===== src/rtl/instruction_loader.sv =====
// Instruction loader: assembles a little-endian byte stream into 32-bit
// words and writes them to consecutive word addresses of an instruction
// memory, one write strobe per word, with start/abort session control.
module instruction_loader #(
    parameter int ADDR_WIDTH    = 32,
    parameter int MEM_ADDR_BITS = 6
) (
    input  logic                    clk,
    input  logic                    rst_n,
    input  logic                    start,
    input  logic [MEM_ADDR_BITS:0]  word_count,
    input  logic                    abort,
    input  logic                    in_valid,
    input  logic [7:0]              in_byte,
    output logic                    in_ready,
    output logic                    mem_we,
    output logic [ADDR_WIDTH-1:0]   mem_addr,
    output logic [31:0]             mem_wdata,
    output logic                    busy,
    output logic                    done,
    output logic                    error,
    output logic [MEM_ADDR_BITS:0]  words_loaded
);

    localparam int CW = MEM_ADDR_BITS + 1;
    localparam logic [CW-1:0] CNT_ZERO  = {CW{1'b0}};
    localparam logic [CW-1:0] CNT_ONE   = {{(CW-1){1'b0}}, 1'b1};
    localparam logic [CW-1:0] MEM_DEPTH = {1'b1, {MEM_ADDR_BITS{1'b0}}};

    typedef enum logic [1:0] {
        ST_IDLE  = 2'd0,
        ST_RECV  = 2'd1,
        ST_WRITE = 2'd2,
        ST_DONE  = 2'd3
    } state_t;

    state_t          state_r;
    state_t          next_state_s;
    logic [CW-1:0]   count_r;
    logic [CW-1:0]   word_idx_r;
    logic [1:0]      byte_idx_r;
    logic [23:0]     word_r;        // lower three bytes of the word being assembled
    logic [ADDR_WIDTH-1:0] mem_addr_r;
    logic [31:0]     mem_wdata_r;
    logic            error_r;
    logic            in_ready_r;
    logic            mem_we_r;
    logic            busy_r;
    logic            done_r;

    logic            count_ok_s;
    logic            accept_s;
    logic            start_ok_s;
    logic [CW-1:0]   word_idx_inc_s;

    // Decode the session-request and handshake qualifiers.
    always_comb begin
        count_ok_s     = (word_count != CNT_ZERO) && (word_count <= MEM_DEPTH);
        start_ok_s     = start && !abort && count_ok_s;
        accept_s       = (state_r == ST_RECV) && in_valid && !abort;
        word_idx_inc_s = word_idx_r + CNT_ONE;
    end

    // Next-state logic; abort takes priority over every other transition.
    always_comb begin
        next_state_s = state_r;
        case (state_r)
            ST_IDLE: begin
                if (start_ok_s) begin
                    next_state_s = ST_RECV;
                end else begin
                    next_state_s = ST_IDLE;
                end
            end
            ST_RECV: begin
                if (abort) begin
                    next_state_s = ST_IDLE;
                end else if (accept_s && (byte_idx_r == 2'd3)) begin
                    next_state_s = ST_WRITE;
                end else begin
                    next_state_s = ST_RECV;
                end
            end
            ST_WRITE: begin
                if (abort) begin
                    next_state_s = ST_IDLE;
                end else if (word_idx_inc_s == count_r) begin
                    next_state_s = ST_DONE;
                end else begin
                    next_state_s = ST_RECV;
                end
            end
            ST_DONE: begin
                next_state_s = ST_IDLE;
            end
            default: begin
                next_state_s = ST_IDLE;
            end
        endcase
    end

    // State register.
    always_ff @(posedge clk or negedge rst_n) begin
        if (!rst_n) begin
            state_r <= ST_IDLE;
        end else begin
            state_r <= next_state_s;
        end
    end

    // Status outputs registered from the next state so they are glitch-free.
    always_ff @(posedge clk or negedge rst_n) begin
        if (!rst_n) begin
            in_ready_r <= 1'b0;
            mem_we_r   <= 1'b0;
            busy_r     <= 1'b0;
            done_r     <= 1'b0;
        end else begin
            in_ready_r <= (next_state_s == ST_RECV);
            mem_we_r   <= (next_state_s == ST_WRITE);
            busy_r     <= (next_state_s != ST_IDLE);
            done_r     <= (next_state_s == ST_DONE);
        end
    end

    // Session datapath: count latch, byte assembly, write address/data, error flag.
    always_ff @(posedge clk or negedge rst_n) begin
        if (!rst_n) begin
            count_r     <= CNT_ZERO;
            word_idx_r  <= CNT_ZERO;
            byte_idx_r  <= 2'd0;
            word_r      <= 24'd0;
            mem_addr_r  <= {ADDR_WIDTH{1'b0}};
            mem_wdata_r <= 32'd0;
            error_r     <= 1'b0;
        end else begin
            case (state_r)
                ST_IDLE: begin
                    if (start && !abort) begin
                        if (count_ok_s) begin
                            count_r    <= word_count;
                            word_idx_r <= CNT_ZERO;
                            byte_idx_r <= 2'd0;
                            error_r    <= 1'b0;
                        end else begin
                            error_r    <= 1'b1;
                        end
                    end
                end
                ST_RECV: begin
                    if (abort) begin
                        // Drop any partially assembled word.
                        byte_idx_r <= 2'd0;
                    end else if (accept_s) begin
                        byte_idx_r <= byte_idx_r + 2'd1;
                        case (byte_idx_r)
                            2'd0: word_r[7:0]   <= in_byte;
                            2'd1: word_r[15:8]  <= in_byte;
                            2'd2: word_r[23:16] <= in_byte;
                            2'd3: begin
                                // Present the completed word for the write cycle.
                                mem_wdata_r <= {in_byte, word_r};
                                mem_addr_r  <= ADDR_WIDTH'({word_idx_r[MEM_ADDR_BITS-1:0], 2'b00});
                            end
                            default: word_r <= word_r;
                        endcase
                    end
                end
                ST_WRITE: begin
                    if (!abort) begin
                        word_idx_r <= word_idx_inc_s;
                    end
                end
                default: begin
                    word_idx_r <= word_idx_r;
                end
            endcase
        end
    end

    assign in_ready     = in_ready_r;
    assign mem_we       = mem_we_r;
    assign busy         = busy_r;
    assign done         = done_r;
    assign error        = error_r;
    assign mem_addr     = mem_addr_r;
    assign mem_wdata    = mem_wdata_r;
    // Words written this session track the write index exactly.
    assign words_loaded = word_idx_r;

endmodule


===== config.mk =====
export PLATFORM = sky130hd
export DESIGN_NAME = instruction_loader
export DESIGN_NICKNAME = d
export VERILOG_FILES = /design/src/rtl/instruction_loader.sv
export SDC_FILE = /design/constraint.sdc
export NUM_CORES = 1
export LEC_CHECK = 0
export CAP_MARGIN = 25
export CORE_MARGIN = 2
export CORE_UTILIZATION = 52
export CTS_CLUSTER_DIAMETER = 120
export DETAILED_ROUTE_END_ITERATION = 16
export GPL_TIMING_DRIVEN = 0
export PLACE_DENSITY_LB_ADDON = 0.25
export SYNTH_ARGS = -nofsm -noshare
export SYNTH_HDL_FRONTEND = slang
export SYNTH_SLANG_ARGS = --single-unit

===== constraint.sdc =====
create_clock -name clk -period 5.21 [get_ports clk]
set_input_delay 0.521 -clock clk [delete_from_list [all_inputs] [get_ports clk]]
set_output_delay 0.521 -clock clk [all_outputs]
set_load 0.02 [all_outputs]

==> Word-level counts from Yosys, hierarchy flattened <==
Index checks and enable logic that the tools add are counted.
{ "word_totals": {"reg_bits": 85, "input_bits": 20, "elab_cells": 69} }
{ "classes": {"n_addsub": 2, "magnitude_cmp": 1, "n_eq_ne": 14, "muxes": 16, "bitwise": 1, "n_reduce_logical": 21} }
{ "ops": {"columns": ["cell", "n"], "rows": [
  ["AND reduction 4 bit", 6],
  ["2-to-1 mux 7 bit", 3],
  ["2-to-1 mux 2 bit", 8],
  ["one-hot mux 7 bit (2 select lines)", 1],
  ["equality test 2 bit (second input constant)", 6],
  ["one-hot mux 2 bit (4 select lines)", 1],
  ["adder 7 x 1 -> 7 bit (second input constant)", 1],
  ["equality test 7 bit", 1],
  ["<= comparator 7 bit (second input constant)", 1],
  ["nonzero test 7 bit", 1],
  ["equality test 2 x 1 -> 1 bit (second input constant)", 3],
  ["logical AND 1 bit", 6],
  ["inequality test 2 bit (second input constant)", 3],
  ["nonzero test 2 bit", 3],
  ["zero test 2 bit", 2],
  ["one-hot mux 2 bit (2 select lines)", 1],
  ["inequality test 3 bit (second input constant)", 1],
  ["AND reduction 3 bit", 1],
  ["adder 2 x 1 -> 2 bit (second input constant)", 1],
  ["2-to-1 mux 1 bit", 2],
  ["AND reduction 2 bit", 1],
  ["zero test 1 bit", 1],
  ["NOT 1 bit", 1]
]} }

==> Depth between registers and ports, before layout <==
Gate-level depths: netlist (run 1).
{ "logic_depth": {"word_depth": 8, "ltp_mapped": 7} }

==> Worst setup path after synthesis (run 1) <==
Ideal clock, no wire load.
{ "synth_timing": {"path_type": "register to register", "from": "register word_idx_r[0] (netlist: words_loaded[0])", "to": "register state_r[1]", "setup_time_ps": 127, "arrival_time_ps": 1692, "required_ps": 5083, "setup_slack_ps": 3391, "path_stages_with_launch": 8, "n_path_buf": 1, "period_less_slack_ps": 1819, "path_cell_list": "dfrtp_1 -> ha_1 -> clkbuf_1 -> nand3_1 -> xnor2_1 -> a311oi_1 -> o2111a_1 -> or2_2"} }
{ "synth_via": {"elab_chain_cells": 5} }
{ "synth_rtl": {"columns": ["item", "line", "text"], "rows": [
  ["start, declared", "40", "logic [CW-1:0] word_idx_r;"],
  ["start signal, assigned", "171", "word_idx_r <= word_idx_inc_s;"],
  ["start signal, assigned", "175", "word_idx_r <= word_idx_r;"],
  ["adder 7 x 1 -> 7 bit", "61", "word_idx_inc_s = word_idx_r + CNT_ONE;"],
  ["equality test 7 bit", "87", "end else if (word_idx_inc_s == count_r) begin"],
  ["2-to-1 mux 2 bit", "87", null],
  ["2-to-1 mux 2 bit", "85", "if (abort) begin"],
  ["one-hot mux 2 bit (4 select lines)", "67", "case (state_r)"],
  ["net next_state_s[1]", "38", "state_t next_state_s;"],
  ["end signal, assigned", "107", "state_r <= next_state_s;"],
  ["end, declared", "37", "state_t state_r;"]
]} }
The timed path passes the listed nets, and every way through them passes these cells.
A chain may end at the register's enable or synchronous reset.

==> Worst setup path in the final report (run 1) <==
{ "layout_timing": {"from": "register word_idx_r[0] (netlist: words_loaded[0])", "to": "output port words_loaded[0]"} }
{ "layout_rtl": {"columns": ["item", "line", "text"], "rows": [
  ["end, declared", "22", "output logic [MEM_ADDR_BITS:0] words_loaded"]
]} }
No word-level cell between the ends.

==> results of run 1 <==
synth_stat cells, drive strengths merged:
| cell type | instances | area (um2) |
|---|---|---|
| a311oi | 1 | 8.760 |
| mux2 | 65 | 732.0 |
| o21a | 3 | 22.52 |
| o2111a | 1 | 11.26 |
| a31oi | 5 | 31.28 |
| nor3 | 1 | 5.000 |
| nor2 | 10 | 37.54 |
| clkbuf | 2 | 7.510 |
| nand3 | 7 | 35.03 |
| buf | 32 | 225.2 |
| nand2 | 18 | 67.56 |
| o21ai | 8 | 40.03 |
| xnor2 | 8 | 70.07 |
| nand4b | 1 | 8.760 |
| ha | 5 | 62.56 |
| and3 | 3 | 18.77 |
| nand2b | 2 | 12.51 |
| a21oi | 5 | 25.02 |
| nor4b | 1 | 15.01 |
| dfrtp | 85 | 2127 |
| inv | 8 | 30.03 |
| o211ai | 2 | 15.01 |
| or2 | 1 | 6.260 |
| and4 | 1 | 8.760 |
| nor3b | 2 | 25.02 |
| xor2 | 3 | 26.28 |
| conb | 1 | 3.750 |
| a32o | 1 | 10.01 |
| o22ai | 1 | 6.260 |
| nor2b | 1 | 6.260 |
per-stage QoR:
stage | total power [W] | utilization [%] | setup slack (ns) | std cells | hold WS, ns
after floorplan | 0.0009044 | - | 3.391 | 309 | 0.2254
after global placement | 0.0009678 | 67.27 | 0.6768 | 473 | 0.4609
after detailed placement | 0.0009797 | 67.64 | 2.896 | 474 | 0.4183
after CTS | 0.001407 | 70.35 | 3.148 | 490 | 0.02086
after global routing | 0.001464 | 70.35 | 3.088 | 490 | 0.02549
final | 0.001391 | 70.35 | 3.180 | 490 | 0.02855
flip-flops by register name, indices dropped and copies added (netlist names), 2 cells and up:
signal,flops
mem_addr,6
byte_idx_r,2
words_loaded,7
state_r,2
mem_wdata,32
word_r,24
count_r,7
worst reg2reg max path: stages, from the launching register on:
cell and delay (ns):
dfrtp_1 0.51, ha_1 0.19, clkbuf_1 0.25, nand3_1 0.19, xnor2_1 0.17, a311oi_1 0.20, o2111a_1 0.27, or2_2 0.12
layer usage:
layer | global-route usage (%) | vias up
met1 | 27.14 | 1152
met2 | 28.02 | 86
met5 | 0 | -
li1 | - | 1144
met3 | 5.131 | 9
met4 | 7.163 | 0
cell families (layout without fill, tap and decap cells):
group,count (synthesis),count (layout),synth area share [%]
multiplexers,65,65,19.78
flip-flops,85,85,57.47
other,1,26,0.1013
adder cells (fa/ha/maj),5,5,1.690
buffers and inverters,42,127,7.100
AO/OA/AOI/OAI,27,27,4.597
AND/OR/NAND/NOR,48,48,6.660
XOR/XNOR,11,11,2.603
final timing paths:
check | from | endpoint | slack (ns) | cells after the start
worst max-delay path | words_loaded[0] | words_loaded[0] | 3.18 | 1
min in group clk | word_r[5] | mem_wdata[5] | 0.48 | 1
worst min register to register | word_r[5] | mem_wdata[5] | 0.48 | 1
worst min-delay path | rst_n | mem_wdata[26] | 0.03 | 1
worst max register to register | words_loaded[0] | state_r[1] | 3.27 | 7
max in group asynchronous | rst_n | mem_wdata[29] | 4.58 | 2
area by class of cell:
class / count / area (um2) / share of cell area (%)
Clock buffer: 10 / 137.6 / 2.864
Inverter: 8 / 30.03 / 0.6248
Timing Repair Buffer: 69 / 705.7 / 14.68
Buffer: 34 / 232.7 / 4.842
Tap cell: 96 / 120.1 / 2.499
Sequential cell: 85 / 2127 / 44.26
Multi-Input combinational cell: 182 / 1405 / 29.24
Clock inverter: 6 / 47.55 / 0.9893
where the power goes:
part | switching [W] | total, W | internal [W]
Clock | 0.000237 | 0.000426 | 0.000189
Sequential | 0.0000384 | 0.000767 | 0.000729
Combinational | 0.0000897 | 0.000198 | 0.000108
Total | 0.000365 | 0.00139 | 0.00103
==> impl_results.md, run 1 <==
- Peak VDD IR: ~0.21 mV
- Crit path time final: around 2.0 ns
- Placed cell area: about 0.0046 mm2
- Clock Tree Buf Depth: 2
- Cts bufs inserted: 9
- Vias in the first global route: around 2200
- Flops & latches, synth: 85
- Mapped Cells: ~280
- Largest net degree at the start of global routing: 68
- Number of fill cells in the layout: around 510
- Global Route Usage Sum: about a fifth
- Post-CTS Hold Buffers: 0
- First-pass GRT wire length: around 11000 um
- Number of nets in the layout: approximately 410
- Worst EP required: 4.69 ns
- Routability Congestion: around 0.88
- Most frequent cells in the layout: 85 x dfrtp_1, 67 x clkdlybuf4s50_1, 33 x mux2_1, 32 x mux2_2, 27 x buf_4
- Postcts setup bufs: 0
- Critical path's largest stage delay: between 0.6 and 0.7 ns
- Critical path buffer and inverter count: 1
- Met2 wire length: roughly 3200 um
- Die area: ~0.008 mm2
- Period utilisation layout: about two fifths
- Initial Util: approximately 54%
- Area growth, synth to finish: 29.85%
- Number of placed I/O pins: 96
- Yosys warning count: 0
- DR iter-0 viols: between 100 and 150
- Yosys cell types: 33
- Grt total ovfl: 0
- H-tree depth: 3
- Worst Path Arrival: around 1.5 ns
- Core Region: around 0.0068 mm2
- Slowest stage cell, crit path: clkdlybuf4s50_1
- Final Max Slew Viols: 0
- Critical-path maximum fanout: 8
- Vias: approximately 2400
- Crit start category: flip-flop
- TNS Setup: 0 ns
- CP endpoint kind: primary output
- # Max-Cap Violations: 0
- CP Cell Sequence: clkdlybuf4s50_1
- PD cells: ~290 mW/mm2
- Met1 WL: between 3000 and 4000 um
- Mapped cell area: 0.003701 mm2
- Die Span Y: just under 90 um
- Clock skew: around 0.013 ns
- Std cell rows: 30
- Commonest non-fill, non-tap cell in the layout: dfrtp_1
- Sequential-to-total area share from yosys stat: a little under three fifths
- Placed wire-length estimate: around 4900 um
- Clock root buffer: clkbuf_8
- Diodes inserted: 0
- WL/cell: 13.69 um
- Post-CTS sizing: 0
- Status: finished clean
- WL met3: about 420 um
- RSZ-0062 raised after global routing: false
- Top delay family on crit path: buffers and inverters
- Share of layout cells above drive strength 1: a little over a fifth
- Post-DRT Antenna Nets: 0
- CTS tree: built
- Hold Crit Class: in2async
- Syn Area/Cell: roughly 13 um2
- FMAX: 492.6 MHz
- DRC: 0
- Critical path class: reg2out
- Post-Route WL: around 6700 um
- DIE WIDTH: between 80 and 90 um
- Sink Count: 85
- Design area: 0.004806 mm2
- Drt pass-1 iters: 4
- IO buf count: 68
- Leak Pwr: between 2 and 2.5 nW
- Final Hold Viols: 0
- Setup Viol. Count Final: 0
- Vias/cell: slightly below 5
- Initial antenna violation count: 0
- Top sig layer: met4
- Clock-pin slew on the worst setup and hold paths: approximately 0.090 ns
- Clock latency at the later pin of the worst-skew pair: 0.35 ns
(Power assumes the default switching activity.)
==> inputs of run 2 (changes only) <==
CORE_UTILIZATION = 49   (was 52)
clock period = 1.9 ns   (was 5.21 ns; I/O delays follow)
==> run 2 against run 1 <==
  * Setup slack worse by 3.1 ns
  * Combinational power grew to 2.8 times the previous value
  * Via count shrank 2.1%
  * Sequential power rose to 2.7 times the previous value
  * Total power rose to 3.0 times the previous value
  * Critical path depth is 4 higher
  * Clock skew barely moved
  * Final cell count increased by 0.61%
  * Largest power group unchanged
  * Routed wire length is 1.4% higher
  * Die area is 5.8% higher
  * Hold slack better by 0.20 ns
==> impl_results.md, run 2 (same netlist as run 1, synthesis figures left out) <==
- Commonest non-fill, non-tap cell in the layout: dfrtp_1
- Clock latency at the later pin of the worst-skew pair: 0.35 ns (about the same)
- Postcts setup bufs: 0 (unchanged)
- Placed wire-length estimate: 4939 um (+0.77%)
- Core Region: 0.007292 mm2 (+6.7%)
- GRT Max-Usage Layer: met2
- Area growth, synth to finish: 32.15%
- Final Max Slew Viols: 0 (unchanged)
- Vias/cell: 4.746 (-2.7%)
- Share of layout cells above drive strength 1: 23.35% (+1.5 points)
- Clock skew: 0.01314 ns (+0.0002997 ns)
- Design area: 0.004891 mm2 (+1.8%)
- Hold Crit Class: in2async
- Number of nets in the layout: 414 (unchanged)
- Diodes inserted: 0 (unchanged)
- IO buf count: 68 (unchanged)
- Status: finished clean
- Vias in the first global route: 2315 (+4.6%)
- GR Layer Usage met3: 3.339% (-1.8 points)
- Critical path class: reg2reg
- Period utilisation layout: 94.49%
- DIE WIDTH: 90.91 um (+2.9%)
- Cts bufs inserted: 9 (unchanged)
- Crit start category: flip-flop
- Clk network pwr share: 35.3% (+4.7 points)
- Std cell rows: 31 (+3.3%)
- CTS tree: built
- Final Hold Viols: 0 (unchanged)
- Clock-pin slew on the worst setup and hold paths: 0.09 ns (about the same)
- Vias: 2340 (-2.1%)
- Setup Viol. Count Final: 0 (unchanged)
- Number of fill cells in the layout: 566 (+10%)
- WL/cell: 13.79 um (+0.76%)
- Leak Pwr: 2.411 nW (+1.7%)
- Clock Tree Buf Depth: 2 (unchanged)
- Initial Util: 50.75% (-3.4 points)
- Switching power: 0.001019 W (+180%)
- Sink Count: 85 (unchanged)
- H-tree depth: 3 (unchanged)
- Critical-path maximum fanout: 10 (+2)
- Post-Route WL: 6798 um (+1.4%)
- Routability Congestion: 0.8355 (-5.1%)
- Die Span Y: 90.91 um (+2.9%)
- Die area: 0.008265 mm2 (+5.8%)
- Worst EP required: 2.14 ns (-2.55 ns)
- Number of placed I/O pins: 96 (unchanged)
- Placed cell area: 0.004624 mm2 (about the same)
- Peak VDD IR: 0.5167 mV (+140%)
- Post-placement cell count: 477 (+0.63%)
- Largest net degree at the start of global routing: 69 (+1.5%)
- Grt met1 use: 22.95% (-4.2 points)
- Met2 usage: 28.11% (+0.085 points)
- Post-route insts no fill: 493 (+0.61%)
- DR iter-0 viols: 99 (-20%)
- Largest register FFs: 32 (unchanged)
- Reg power frac: 51.2% (-4.0 points)
- DRC: 0 (unchanged)
- Worst Path Arrival: 2.03 ns (+0.52 ns)
- Clock root buffer: clkbuf_8
- Switch share: 24.82% (-1.4 points)
- Combinational power share: 13.5% (-0.7 points)
- TNS Setup: 0 ns (unchanged)
- Global Route Usage Sum: 17.49% (-1.5 points)
- FMAX: between 500 and 600 MHz
- # Max-Cap Violations: 0 (unchanged)
- Drt pass-1 iters: 4 (unchanged)
- RSZ-0062 raised after global routing: false
- PD cells: 839.4 mW/mm2 (+190%)
- Initial antenna violation count: 0 (unchanged)
- CP endpoint kind: flip-flop
- Most frequent cells in the layout: 83 x dfrtp_1, 67 x clkdlybuf4s50_1, 33 x mux2_1, 32 x mux2_2, 28 x buf_4
- Post-DRT Antenna Nets: 0 (unchanged)
- Grt total ovfl: 0 (unchanged)
- Crit path time final: roughly 1.8 ns
- First-pass GRT wire length: 11270 um (+1.7%)
- P_int: 0.003086 W (+200%)
[run 2: worst max-delay path, cell delays in order (launching register included)]
cell and delay (ns):
dfrtp_2 0.45, nand2b_2 0.23, nor3b_4 0.30, nand2_2 0.13, buf_2 0.23, mux2_1 0.34
[run 2: power groups by stage]
stage | sequential (W) | combinational (W) | clock (W)
after global routing | 0.00213 | 0.000607 | 0.00155
after CTS | 0.00210 | 0.000556 | 0.00148
after floorplan | 0.00214 | 0.000344 | 0
after detailed placement | 0.00214 | 0.000553 | 0
final | 0.00210 | 0.000553 | 0.00145
after global placement | 0.00213 | 0.000527 | 0
[run 2: what timing repair did]
item	in CTS	in global routing
endpoints found under the hold margin	17	0
pin swaps	0	1
hold buffers	1	0
endpoints found under the setup margin	2	70
gates resized for setup	1	9
[run 2: layer usage]
metal	part of all wire, %	up-vias
met2	48	73
met3	5.3	9
li1	-	1138
met1	46	1120
met4	1.7	0
met5	0	-
[run 2: final timing paths]
path	start	end	slack [ns]	cells past startpoint
min reg2reg	word_r[8]	mem_wdata[8]	0.48	1
max in group asynchronous	rst_n	state_r[1]	1.05	3
max reg2reg	state_r[1]	mem_wdata[27]	0.10	5
min	rst_n	mem_wdata[26]	0.23	2
max	state_r[1]	mem_wdata[27]	0.10	5
min in group clk	abort	byte_idx_r[1]	0.32	2
[run 2: area by class of cell]
class / instances / area (um2) / area share (%)
multi-input cells: 182 / 1429 / 29.21
clock buffers: 10 / 137.6 / 2.814
plain buffers: 33 / 231.5 / 4.733
flip-flops and latches: 85 / 2130 / 43.54
clock inverters: 6 / 93.84 / 1.919
repair buffers: 70 / 715.7 / 14.63
inverters: 8 / 30.03 / 0.6140
well taps: 99 / 123.9 / 2.533
[run 2: per-stage QoR]
stage	worst slack, ns	total power, W	utilization [%]	hold WS, ns
floorplan	0.08101	0.002480	-	-0.1056
finish	0.1046	0.004106	67.07	0.2301
detailed placement	-0.1367	0.002694	63.42	0.08028
CTS	0.001763	0.004142	66.75	0.2265
global placement	-2.344	0.002656	63.07	0.4576
global route	0.002469	0.004292	67.07	0.2372
==> inputs of run 3 (changes only) <==
PLACE_DENSITY = 0.87   (was not set)
PLACE_DENSITY_LB_ADDON = not set   (was 0.25)
==> run 3 against run 2 <==
  * Sequential share of layout area increased by 0.45 points
  * Clock power fell by 21%
  * Largest cell class unchanged
  * Core utilization is 0.69 points lower
  * Clock skew shrank 0.0055 ns
  * Die area is the same
  * Maximum frequency decreased by 1.5%
  * Register-to-register slack worse by 0.03 ns
  * Critical path type unchanged
  * Non-clock buffer count is the same
==> impl_results.md, run 3 (same netlist as run 1, synthesis figures left out) <==
- Switching power: 0.0009800 W (-3.8%)
- Switch share: 25.62% (+0.80 points)
- Top delay family on crit path: simple AND/OR/NAND/NOR gates
- Cts bufs inserted: 9 (unchanged)
- DRC: 0 (unchanged)
- IO buf count: 68 (unchanged)
- Vias/cell: 4.909 (+3.4%)
- Clock skew: 0.007605 ns (-0.005532 ns)
- PD cells: 790.1 mW/mm2 (-5.9%)
- Critical-path maximum fanout: 10 (unchanged)
- Std cell rows: 31 (unchanged)
- Grt total ovfl: 0 (unchanged)
- Initial antenna violation count: 0 (unchanged)
- Sink Count: 85 (unchanged)
- Clock Tree Buf Depth: 2 (unchanged)
- Die Span Y: 90.91 um (unchanged)
- WL/cell: 14.68 um (+6.5%)
- Global Route Usage Sum: 19.50% (+2.0 points)
- Core Region: 0.007292 mm2 (unchanged)
- Most frequent cells in the layout: 83 x dfrtp_1, 67 x clkdlybuf4s50_1, 33 x mux2_1, 32 x mux2_2, 27 x buf_4
- DR iter-0 viols: 117 (+18%)
- Final Hold Viols: 0 (unchanged)
- Area growth, synth to finish: 30.80%
- CTS tree: built
- Placed cell area: 0.004624 mm2 (unchanged)
- P_int: 0.002845 W (-7.8%)
- Slowest stage cell, crit path: dfrtp_2
- Peak VDD IR: 0.3032 mV (-41%)
- Period utilisation layout: 95.90% (+1.4 points)
- Number of placed I/O pins: 96 (unchanged)
- Combinational power share: 14.5% (+1.0 points)
- Design area: 0.004841 mm2 (-1.0%)
- Leak Pwr: 2.387 nW (-1.0%)
- H-tree depth: 3 (unchanged)
- Worst EP required: 2.13 ns (about the same)
- # Max-Cap Violations: 0 (unchanged)
- Critical path buffer and inverter count: 1 (unchanged)
- Drt pass-1 iters: 4 (unchanged)
- Critical path class: reg2reg
- Setup Viol. Count Final: 0 (unchanged)
- DIE WIDTH: 90.91 um (unchanged)
- Hold Crit Class: in2async
- Die area: 0.008265 mm2 (unchanged)
- Clock root buffer: clkbuf_8
- CP Cell Sequence: nand2b_2 > nor3b_4 > nand2_1 > clkbuf_4 > mux2_1
- Clock-pin slew on the worst setup and hold paths: 0.08 ns (about the same)
- Worst Path Arrival: 2.05 ns (+0.02 ns)
- Initial Util: 50.75% (unchanged)
- Worst hold slack: 0.2663 ns (+0.03618 ns)
- Multi-input gate area: 0.001423 mm2 (-0.44%)
- Number of fill cells in the layout: 556 (-1.8%)
- Clk network pwr share: 30.2% (-5.1 points)
- Post-Route WL: 7222 um (+6.2%)
- FMAX: 548.8 MHz (-1.5%)
- Vias in the first global route: 2548 (+10%)
- Placed wire-length estimate: 5441 um (+10%)
- Final Util: 66.39% (-0.69 points)
- Clock latency at the later pin of the worst-skew pair: 0.35 ns (about the same)
- First-pass GRT wire length: 12630 um (+12%)
- Critical path's largest stage delay: 0.47 ns (+0.02 ns)
- Largest register FFs: 32 (unchanged)
- Routability Congestion: 0.8452 (+1.2%)
- CP endpoint kind: flip-flop
- Storage element area: 0.002130 mm2 (unchanged)
- Final Max Slew Viols: 0 (unchanged)
- Vias: 2415 (+3.2%)
- Diodes inserted: 0 (unchanged)
- Post-DRT Antenna Nets: 0 (unchanged)
- Share of layout cells above drive strength 1: 22.39% (-0.96 points)
- Crit path time final: 1.822 ns (+0.02672 ns)
- Status: finished clean
- Largest net degree at the start of global routing: 65 (-5.8%)
- Number of nets in the layout: 414 (unchanged)
- Crit start category: flip-flop
- Commonest non-fill, non-tap cell in the layout: dfrtp_1
- Reg power frac: 55.3% (+4.1 points)
-- run 3: cell types whose count changed in the layout (fill, tap and decap cells not counted) --
cell / before / now
buf_2: 5 / 4
buf_4: 28 / 27
bufinv_16: 2 / 0
clkbuf_4: 0 / 2
clkbuf_8: 10 / 11
clkinv_4: 1 / 3
inv_6: 2 / 0
nand2_1: 16 / 18
nand2_2: 2 / 0
o2111a_1: 0 / 1
o2111a_2: 1 / 0
-- run 3: worst paths after layout --
| path | slack (ns) | end | startpoint | cells after the start |
|---|---|---|---|---|
| max | 0.08 | mem_wdata[3] | state_r[1] | 5 |
| min | 0.27 | mem_wdata[26] | rst_n | 2 |
| max reg2reg | 0.08 | mem_wdata[3] | state_r[1] | 5 |
| min reg2reg | 0.49 | mem_wdata[8] | word_r[8] | 1 |
| max in group asynchronous | 1.04 | state_r[1] | rst_n | 3 |
| min in group clk | 0.35 | byte_idx_r[1] | abort | 2 |
-- run 3: routing by layer --
layer	routed length (um)	vias to the layer above	track usage [%]
li1	-	1136	-
met1	3047	1202	24.67
met2	3748	62	33.15
met3	271	15	3.589
met4	155	0	7.955
met5	0	-	0
-- run 3: layout make-up --
class,instances,area share [%]
Sequential cell,85,43.99
Multi-Input combinational cell,182,29.39
Timing Repair Buffer,70,14.78
Buffer,33,4.833
Clock buffer,11,3.127
Tap cell,99,2.559
Clock inverter,4,0.6979
Inverter,8,0.6203
-- run 3: through the flow --
step	power, W	worst slack [ns]	std cells	TNS [ns]
final	0.003825	0.07787	492	0
after global routing	0.004024	-0.03175	492	-0.5470
after CTS	0.003857	0.01448	493	0
after detailed placement	0.002702	-0.1028	477	-1.823
after global placement	0.002655	-2.232	476	-189.64
after floorplan	0.002480	0.08101	309	0
-- run 3: power groups by stage --
stage | clock network (W) | registers, W | logic [W]
floorplan | 0 | 0.00214 | 0.000344
global placement | 0 | 0.00213 | 0.000523
detailed placement | 0 | 0.00215 | 0.000553
CTS | 0.00119 | 0.00211 | 0.000558
global route | 0.00128 | 0.00214 | 0.000608
finish | 0.00115 | 0.00211 | 0.000556
-- run 3: timing repair --
item / in CTS / in global routing
hold buffers: 1 / 0
pin swaps: 1 / 0
endpoints found under the hold margin: 21 / 0
resized for setup: 1 / 6
setup buffers: 0 / 0
endpoints found under the setup margin: 4 / 66
